===== src/rtl/chord_pkg.sv =====
// rtl/chord_pkg.sv - shared CORDIC sector codes, angle constants and helpers
package chord_pkg;

  localparam logic [1:0] S1 = 2'b00;
  localparam logic [1:0] S2 = 2'b10;
  localparam logic [1:0] S3 = 2'b11;
  localparam logic [1:0] S4 = 2'b01;

  // Whole degrees expressed as a fixed-point angle with frac fractional bits.
  function automatic longint deg_fx(input int deg, input int frac);
    return longint'(deg) <<< frac;
  endfunction

  // Two's-complement negate of a width-bit value; the most-negative code maps to +max.
  function automatic longint sat_neg(input longint v, input int width);
    longint lo;
    longint hi;
    lo = -(64'sd1 <<< (width - 1));
    hi = (64'sd1 <<< (width - 1)) - 64'sd1;
    return (v == lo) ? hi : -v;
  endfunction

endpackage


===== src/rtl/pipe_stage_ctrl.sv =====
// rtl/pipe_stage_ctrl.sv - valid/ready bookkeeping for one register stage
module pipe_stage_ctrl (
  input  logic clk,
  input  logic i_rst_n,
  input  logic i_up_valid,
  input  logic i_next_advance,
  output logic o_valid,
  output logic o_load,
  output logic o_accept
);

  logic r_valid;

  assign o_load   = !r_valid | i_next_advance;
  assign o_accept = o_load & i_up_valid;
  assign o_valid  = r_valid;

  always_ff @(posedge clk or negedge i_rst_n) begin
    if (!i_rst_n) begin
      r_valid <= 1'b0;
    end else if (o_load) begin
      r_valid <= i_up_valid;
    end
  end

endmodule


===== src/rtl/interface_input_pipe.sv =====
// rtl/interface_input_pipe.sv - CORDIC front end: angle wrap, quadrant fold, 2-stage handshake
module interface_input_pipe
  import chord_pkg::*;
#(
  parameter int DATA_WIDTH        = 16,
  parameter int ANGLE_WIDTH       = 20,
  parameter int ANGLE_FRAC_WIDTH  = 8,
  parameter int TAG_WIDTH         = 4,
  parameter int SECTOR_FLAG_WIDTH = 2
) (
  input  logic                          clk,
  input  logic                          rst,
  input  logic                          in_valid,
  output logic                          in_ready,
  input  logic                          in_arctan_en,
  input  logic signed [ANGLE_WIDTH-1:0] in_degree,
  input  logic signed [DATA_WIDTH-1:0]  in_x,
  input  logic signed [DATA_WIDTH-1:0]  in_y,
  input  logic [TAG_WIDTH-1:0]          in_tag,
  output logic                          out_valid,
  input  logic                          out_ready,
  output logic                          out_arctan_en,
  output logic signed [ANGLE_WIDTH-1:0] out_degree,
  output logic signed [DATA_WIDTH-1:0]  out_x,
  output logic signed [DATA_WIDTH-1:0]  out_y,
  output logic [SECTOR_FLAG_WIDTH-1:0]  out_sector,
  output logic [TAG_WIDTH-1:0]          out_tag,
  output logic                          out_range_err
);

  localparam int AW1 = ANGLE_WIDTH + 1;
  localparam logic signed [AW1-1:0] D90    = AW1'(deg_fx(90, ANGLE_FRAC_WIDTH));
  localparam logic signed [AW1-1:0] D180   = AW1'(deg_fx(180, ANGLE_FRAC_WIDTH));
  localparam logic signed [AW1-1:0] D360   = AW1'(deg_fx(360, ANGLE_FRAC_WIDTH));
  localparam logic signed [AW1-1:0] N_D90  = -D90;
  localparam logic signed [AW1-1:0] N_D180 = -D180;
  localparam logic signed [AW1-1:0] N_D360 = -D360;
  localparam logic signed [AW1-1:0] ZERO   = '0;

  if (ANGLE_WIDTH < $clog2(deg_fx(360, ANGLE_FRAC_WIDTH)) + 1) begin : g_angle_width_check
    $error("ANGLE_WIDTH cannot represent +/-360 degrees");
  end

  logic w_s1_valid, w_s1_load, w_s1_accept;
  logic w_s2_load, w_s2_accept;

  pipe_stage_ctrl u_s1_ctrl (
    .clk            (clk),
    .i_rst_n        (rst),
    .i_up_valid     (in_valid),
    .i_next_advance (w_s2_load),
    .o_valid        (w_s1_valid),
    .o_load         (w_s1_load),
    .o_accept       (w_s1_accept)
  );

  pipe_stage_ctrl u_s2_ctrl (
    .clk            (clk),
    .i_rst_n        (rst),
    .i_up_valid     (w_s1_valid),
    .i_next_advance (out_valid & out_ready),
    .o_valid        (out_valid),
    .o_load         (w_s2_load),
    .o_accept       (w_s2_accept)
  );

  assign in_ready = w_s1_load;

  // Stage 1: single wrap into (-180, +180]; out-of-range inputs are flagged, not clamped.
  logic signed [AW1-1:0]         w_d_ext;
  logic signed [ANGLE_WIDTH-1:0] w_d_wrap;
  logic                          w_range_err;

  assign w_d_ext     = {in_degree[ANGLE_WIDTH-1], in_degree};
  assign w_range_err = (w_d_ext >= D360) || (w_d_ext <= N_D360);

  always_comb begin
    w_d_wrap = ANGLE_WIDTH'(w_d_ext);
    if (w_d_ext > D180) begin
      w_d_wrap = ANGLE_WIDTH'(w_d_ext - D360);
    end else if (w_d_ext <= N_D180) begin
      w_d_wrap = ANGLE_WIDTH'(w_d_ext + D360);
    end
  end

  logic                          r1_arctan;
  logic signed [ANGLE_WIDTH-1:0] r1_degree;
  logic signed [DATA_WIDTH-1:0]  r1_x;
  logic signed [DATA_WIDTH-1:0]  r1_y;
  logic [TAG_WIDTH-1:0]          r1_tag;
  logic                          r1_range_err;

  always_ff @(posedge clk or negedge rst) begin
    if (!rst) begin
      r1_arctan    <= 1'b0;
      r1_degree    <= '0;
      r1_x         <= '0;
      r1_y         <= '0;
      r1_tag       <= '0;
      r1_range_err <= 1'b0;
    end else if (w_s1_accept) begin
      r1_arctan    <= in_arctan_en;
      r1_degree    <= w_d_wrap;
      r1_x         <= in_x;
      r1_y         <= in_y;
      r1_tag       <= in_tag;
      r1_range_err <= w_range_err;
    end
  end

  // Stage 2: fold into the first quadrant, by angle in rotation mode or by x/y signs in arctan mode.
  logic signed [AW1-1:0]         w_n;
  logic signed [DATA_WIDTH-1:0]  w_neg_x, w_neg_y;
  logic [SECTOR_FLAG_WIDTH-1:0]  w_sector;
  logic signed [ANGLE_WIDTH-1:0] w_deg;
  logic signed [DATA_WIDTH-1:0]  w_x, w_y;

  assign w_n     = {r1_degree[ANGLE_WIDTH-1], r1_degree};
  assign w_neg_x = DATA_WIDTH'(sat_neg(longint'(r1_x), DATA_WIDTH));
  assign w_neg_y = DATA_WIDTH'(sat_neg(longint'(r1_y), DATA_WIDTH));

  always_comb begin
    w_sector = SECTOR_FLAG_WIDTH'(S1);
    w_deg    = '0;
    w_x      = r1_x;
    w_y      = r1_y;
    if (r1_arctan) begin
      case ({r1_x[DATA_WIDTH-1], r1_y[DATA_WIDTH-1]})
        2'b00: begin
          w_sector = SECTOR_FLAG_WIDTH'(S1);
        end
        2'b10: begin
          w_sector = SECTOR_FLAG_WIDTH'(S2);
          w_x      = r1_y;
          w_y      = w_neg_x;
        end
        2'b11: begin
          w_sector = SECTOR_FLAG_WIDTH'(S3);
          w_x      = w_neg_x;
          w_y      = w_neg_y;
        end
        default: begin
          w_sector = SECTOR_FLAG_WIDTH'(S4);
          w_x      = w_neg_y;
          w_y      = r1_x;
        end
      endcase
    end else if (w_n >= D90) begin
      w_sector = SECTOR_FLAG_WIDTH'(S2);
      w_deg    = ANGLE_WIDTH'(w_n - D90);
    end else if (w_n > ZERO) begin
      w_sector = SECTOR_FLAG_WIDTH'(S1);
      w_deg    = ANGLE_WIDTH'(w_n);
    end else if (w_n <= N_D90) begin
      w_sector = SECTOR_FLAG_WIDTH'(S3);
      w_deg    = ANGLE_WIDTH'(w_n + D180);
    end else begin
      w_sector = SECTOR_FLAG_WIDTH'(S4);
      w_deg    = ANGLE_WIDTH'(w_n + D90);
    end
  end

  always_ff @(posedge clk or negedge rst) begin
    if (!rst) begin
      out_arctan_en <= 1'b0;
      out_degree    <= '0;
      out_x         <= '0;
      out_y         <= '0;
      out_sector    <= '0;
      out_tag       <= '0;
      out_range_err <= 1'b0;
    end else if (w_s2_accept) begin
      out_arctan_en <= r1_arctan;
      out_degree    <= w_deg;
      out_x         <= w_x;
      out_y         <= w_y;
      out_sector    <= w_sector;
      out_tag       <= r1_tag;
      out_range_err <= r1_range_err;
    end
  end

endmodule


===== config.mk =====
export PLATFORM = sky130hd
export DESIGN_NAME = interface_input_pipe
export DESIGN_NICKNAME = d
export VERILOG_FILES = /design/src/rtl/chord_pkg.sv /design/src/rtl/pipe_stage_ctrl.sv /design/src/rtl/interface_input_pipe.sv
export SDC_FILE = /design/constraint.sdc
export NUM_CORES = 1
export LEC_CHECK = 0
export BUFFER_PORTS_ARGS = -buffer_cell sky130_fd_sc_hd__buf_4
export CAP_MARGIN = 20
export CORE_MARGIN = 10
export CORE_UTILIZATION = 30
export CTS_CLUSTER_SIZE = 40
export DETAILED_ROUTE_END_ITERATION = 7
export PLACE_DENSITY = 0.55
export RECOVER_POWER = 50
export REMOVE_ABC_BUFFERS = 1
export SETUP_SLACK_MARGIN = 0.4
export SLEW_MARGIN = 40
export SYNTH_ARGS = -nofsm -noshare
export SYNTH_HDL_FRONTEND = slang
export SYNTH_SLANG_ARGS = --single-unit

===== constraint.sdc =====
create_clock -name clk -period 3.5 [get_ports clk]
set_input_delay 0.35 -clock clk [delete_from_list [all_inputs] [get_ports clk]]
set_output_delay 0.35 -clock clk [all_outputs]
set_load 0.005 [all_outputs]

-- After elaboration in Yosys (flattened, before gate mapping)
Cells that the tools add are included.
- register bits after elaboration: 120
- bits in latches: 0
- bits in writable memories: 0
- bits in read-only memories: 0
- input bits: 61
- output and inout bits: 62
- logic and storage cells: 59
- memories kept: 0
- add/subtract/negate cells: 7
- multipliers: 0
- divide/modulo/power cells: 0
- $lt $le $gt $ge: 7
- eq/ne operators: 4
- shift operators: 0
- mux-type cells: 17
- bitwise logic cells: 5
- reductions and logical operators: 4
- operators with widths (cell ; count):
    $mux W20 ; 6
    $pmux W16 S3 ; 2
    $mux W16 ; 4
    $eq A16 B16 Y1 const B ; 2
    $neg A16 Y16 ; 2
    $add A20 B16 Y20 const B ; 1
    $add A20 B17 Y20 const B ; 1
    $add A20 B18 Y20 const B ; 1
    $ge A20 B16 Y1 const B ; 1
    $ge A20 B18 Y1 const B ; 1
    $gt A20 B1 Y1 const B ; 1
    $gt A20 B17 Y1 const B ; 1
    $le A20 B16 Y1 const B ; 1
    $le A20 B17 Y1 const B ; 1
    $le A20 B18 Y1 const B ; 1
    $sub A20 B16 Y20 const B ; 1
    $sub A20 B18 Y20 const B ; 1
    $mux W2 ; 4
    $pmux W2 S3 ; 1
    $eq A2 B2 Y1 const B ; 2
    $and A1 B1 Y1 ; 3
    $logic_not A1 Y1 ; 2
    $logic_not A2 Y1 ; 1
    $or A1 B1 Y1 ; 2
    $logic_or A1 B1 Y1 ; 1

-- Logic depth before layout (Yosys ltp)
- word-level depth: 5
- depth in mapped cells: 9
- mapped depth without buffers: 8

-- Cells and area by module
A second synthesis with hierarchy kept.
- cell total of the unflattened synthesis: 860
- area total of the unflattened synthesis: 7611.0 um2
- modules (own cells, without submodules) (module ; instances ; cells an instance ; area an instance (um2) ; sequential area each (um2)):
    interface_input_pipe ; 1 ; 852 ; 7503.4 ; 2952.8
    pipe_stage_ctrl ; 2 ; 4 ; 53.8 ; 25.0

-- Worst setup path after synthesis
OpenSTA, ideal clock, no wires.
- path type: register -> register
- start: register r1_x[6]
- end: register out_x[12]
- library setup time: 0.124 ns
- arrival: 2.393 ns
- required time: 3.376 ns
- slack: 0.983 ns
- stages on the path, launching flop included: 8
- path buffers: 1
- clock period less this slack: 2.517 ns
- cells stage by stage: dfrtp_1 > buf_6 > or4_4 > or4_4 > or4_1 > nand3_1 > a311oi_1 > a211o_1
- longest elaborated chain between the ends: 4
- elaborated cells between the ends (all ways): 5
- those cells by class: 1 x add/sub; 1 x eq/ne; 3 x mux
- RTL lines (item ; RTL line ; RTL):
    start: declaration ; interface_input_pipe.sv:88 ; logic signed [DATA_WIDTH-1:0] r1_x;
    start signal: assignment ; interface_input_pipe.sv:104 ; r1_x <= in_x;
    $neg A16 Y16 / $eq A16 B16 Y1 (equally long branches) ; chord_pkg.sv:20 ; return (v == lo) ? hi : -v;
    $mux W16 (*) ; chord_pkg.sv:20 ;
    $pmux W16 S3 (*) ; interface_input_pipe.sv:128 ; case ({r1_x[DATA_WIDTH-1], r1_y[DATA_WIDTH-1]})
    $mux W16 (*) ; interface_input_pipe.sv:127 ; if (r1_arctan) begin
    end signal: assignment ; interface_input_pipe.sv:175 ; out_x <= w_x;
    end: declaration ; interface_input_pipe.sv:24 ; output logic signed [DATA_WIDTH-1:0] out_x,
Mark *: on every way between the ends. The rest lies on a longest branch, timed or not.
A chain may end at the register's enable or synchronous reset.

-- Final worst setup path
- start: register r1_arctan
- end: register out_degree[14]
- longest elaborated chain between the ends: 1
- RTL lines (item ; RTL line ; RTL):
    start: declaration ; interface_input_pipe.sv:86 ; logic r1_arctan;
    start signal: assignment ; interface_input_pipe.sv:102 ; r1_arctan <= in_arctan_en;
    $mux W20 ; interface_input_pipe.sv:127 ;
    end signal: assignment ; interface_input_pipe.sv:174 ; out_degree <= w_deg;
    end: declaration ; interface_input_pipe.sv:23 ; output logic signed [ANGLE_WIDTH-1:0] out_degree,
No other way between the ends.

==> flow_summary_export.csv <==
group,metric,value,unit
cells_and_area,drive_gt1_share,15.2,%
critical_path,cp.required,3.79,ns
drt,vias,7306,
place,place_congestion,0.890,
timing,fin_ws,0.684,ns
die,rows,57,
min_path,min-delay-start,"in_y[2]",
die,pin_count,123,
critical_path,r2r_start,"r1_arctan",
cts,clkLatencyLatePin,0.43,ns
timing,rsz0062_at_grt,"no",
drt,wl_per_cell,19.2,microns
cts,clk_pin_slew,0.07,ns
cells_and_area,final_area,0.00919,sq mm
timing,hold_viol,0,
synthesis,synth-xor-area-share,3.52,%
run_status,violations,"max-capacitance violations, max-slew violations",
global_routing,grt_pass1_wl,41600,microns
timing,min_period,2.82,ns
cells_and_area,final_cell_mix,"nand2_1, dfrtp_1, o21ai_0",
synthesis,yosys.area.top_type,"dfrtp_1",
critical_path,start_kind,"register",
cts,cts_made_buffers,17,
global_routing,grt_max_degree,70,
die,die_height,178,microns
timing,drv_slew,39,
global_routing,antenna_found_initial,0,
cells_and_area,nets,1098,
min_path,holdPathEnd,"r1_y[2]",
synthesis,synth_seq_cells,120,
die,die_w,178,microns
place,portBuffers,122,
cts,cts_htree_levels,4,
synthesis,syn_avg_cell_area,7.99,sq um
synthesis,synth_ff_type,"dfrtp_1",
place,post-place-ws,0.798,ns
synthesis,synth_top_family_by_area,"simple AND/OR/NAND/NOR gates",
timing,hold_ws,0.112,ns
synthesis,synth_area,0.00746,sq mm
global_routing,grt_pass1_vias,7338,
cts,cts-root-buf,"clkbuf_16",
min_path,hold_path_class,"in2reg",
cells_and_area,insertedDiodeCount,0,
job,drv_cap,1,
drt,wl,26200,microns
timing,worst_pin_slew,1.89,ns
run_status,status,"finished, violations left",
cts,cts-root-to-sink-buffers,2,
cells_and_area,layout_commonest_cell,"nand2_1",
synthesis,yosys.area.top_type_share,40.3,%
pwr,power,0.00537,W
die,coreArea,0.0244,sq mm
drt,avgViaCountPerCell,5.36,
drt,drt_iter0_markers,622,
critical_path,r2r_slack,0.68,ns
cts,cts_resized,0,
synthesis,synth_cell_types,70,
place,hpwl,18400,microns
critical_path,reg2reg_to,"out_degree[14]",
global_routing,grt.overflow.total,0,
synthesis,synth_area_leaders,"dfrtp_1, nand2_1, o21ai_0",
critical_path,endpoint_kind,"register",
pwr,p_leak,3.97,nW
critical_path,critPathKind,"reg2reg",
critical_path,critPathMaxFanout,38,
drt,remaining_drc_errors,0,
drt,ant_nets,0,
drt,drtPass1Iterations,5,
timing,fmax,355,MHz
timing,fin_skew,0.0121,ns
critical_path,cp.arrival,3.11,ns
synthesis,synth_adder_area_share,2.01,%
place,place_area,0.00869,sq mm
pwr,p_per_area,584,mW/mm^2
cts,cts.sinks,120,
synthesis,syn_inst,933,
synthesis,async_flop_share,100,%
synthesis,synth.area.mux_share,1.81,%
cts,cts_tree,"yes",
min_path,holdPathStages,3,
timing,setup_violations,0,
synthesis,synthSimpleGateAreaFrac,25.3,%
synthesis,yosysWarnings,0,
critical_path,rr_worst_depth,5,
cells_and_area,fill_cells,2603,
synthesis,ys_seq_area_share,40.3,%
die,start_util,30.6,%
timing,setup_tns,0,ns
cells_and_area,area_growth,23.3,%
timing,slew_headroom,-26.1,%
timing,post-route-period-util,80.5,%
synthesis,synth_compound_area_share,21.9,%
global_routing,gr-usage-all-layers,16.6,%
die,die_area,0.0316,sq mm
synthesis,synth-edff-count,0,
pwr,ir_drop,262,uV
[synth_stat cells (all sizes together), types with 9 or more instances]
| library cell | number |
|---|---|
| nor3 | 20 |
| nor3b | 21 |
| mux2i | 9 |
| xnor2 | 19 |
| nand2 | 203 |
| a31oi | 11 |
| clkbuf | 64 |
| xor2 | 11 |
| inv | 27 |
| or3 | 12 |
| dfrtp | 120 |
| ha | 12 |
| a21oi | 50 |
| o21ai | 96 |
| nand2b | 18 |
| buf | 9 |
| nand3 | 30 |
| nor2 | 51 |
| o221ai | 9 |
[cell type report]
cell class              count  area [sq um]  area share (%)
clock inverters            15           216            2.35
clock buffers              17           425            4.63
multi-input cells         712          4070            44.3
flip-flops and latches    120          3000            32.7
well taps                 324           405            4.41
repair buffers            146           965            10.5
inverters                  28           105            1.14
[logic make-up after synthesis]
family          Yosys count
compound gates          256
xor+xnor                 30
fa+ha+maj                12
buf+inv                 101
flops                   120
mux                      13
simple gates            401
[flip-flops by register name (all words and copies together), names as in the netlist, 2 cells and up]
register    flops
out_tag         4
out_sector      2
out_degree     20
r1_degree      20
r1_x           16
out_x          16
r1_tag          4
out_y          16
r1_y           16
[worst max-delay path, cell delays in order (launching register included)]
cell	delay (ns)
dfrtp_1	0.45
clkbuf_1	1.39
nand2b_1	0.42
a2111oi_0	0.13
a21oi_1	0.18
o211ai_1	0.10
[where the power goes]
group / switching (W) / leakage (nW) / internal (W)
clock: 0.000730 / 0.314 / 0.00121
sequential: 0.000315 / 1.48 / 0.00167
combinational: 0.000835 / 2.17 / 0.000614
total: 0.00188 / 3.97 / 0.00349
[through the flow]
| step | std cells | utilization (%) |
|---|---|---|
| CTS | 1362 | 38.3 |
| global placement | 1329 | 35.6 |
| floorplan | 860 | - |
| finish | 1362 | 37.7 |
| detailed placement | 1329 | 35.6 |
| global route | 1362 | 37.7 |
[worst max-delay path by stage]
stage	cells after the start	slack, ns	from	endpoint
floorplan	5	0.56	out_ready	out_degree[11]
global placement	10	0.84	r1_y[1]	out_y[4]
detailed placement	6	0.80	r1_x[6]	out_x[5]
CTS	6	0.78	r1_x[6]	out_y[4]
global route	5	0.41	r1_arctan	out_degree[14]
finish	5	0.68	r1_arctan	out_degree[14]
[repair_timing]
action                    4_1_cts  5_1_grt
buffers inserted                0        0
hold buffers                    1        0
hold endpoints to repair        3        0
[layer usage]
layer	share of wire [%]	GRT usage [%]	vias up
met2	50	28.4	258
met4	1.5	4.38	0
li1	-	-	3511
met1	42	20.4	3506
met3	6.3	4.04	31
met5	0	0	-
Note: power is estimated with default switching activity, not from simulation.
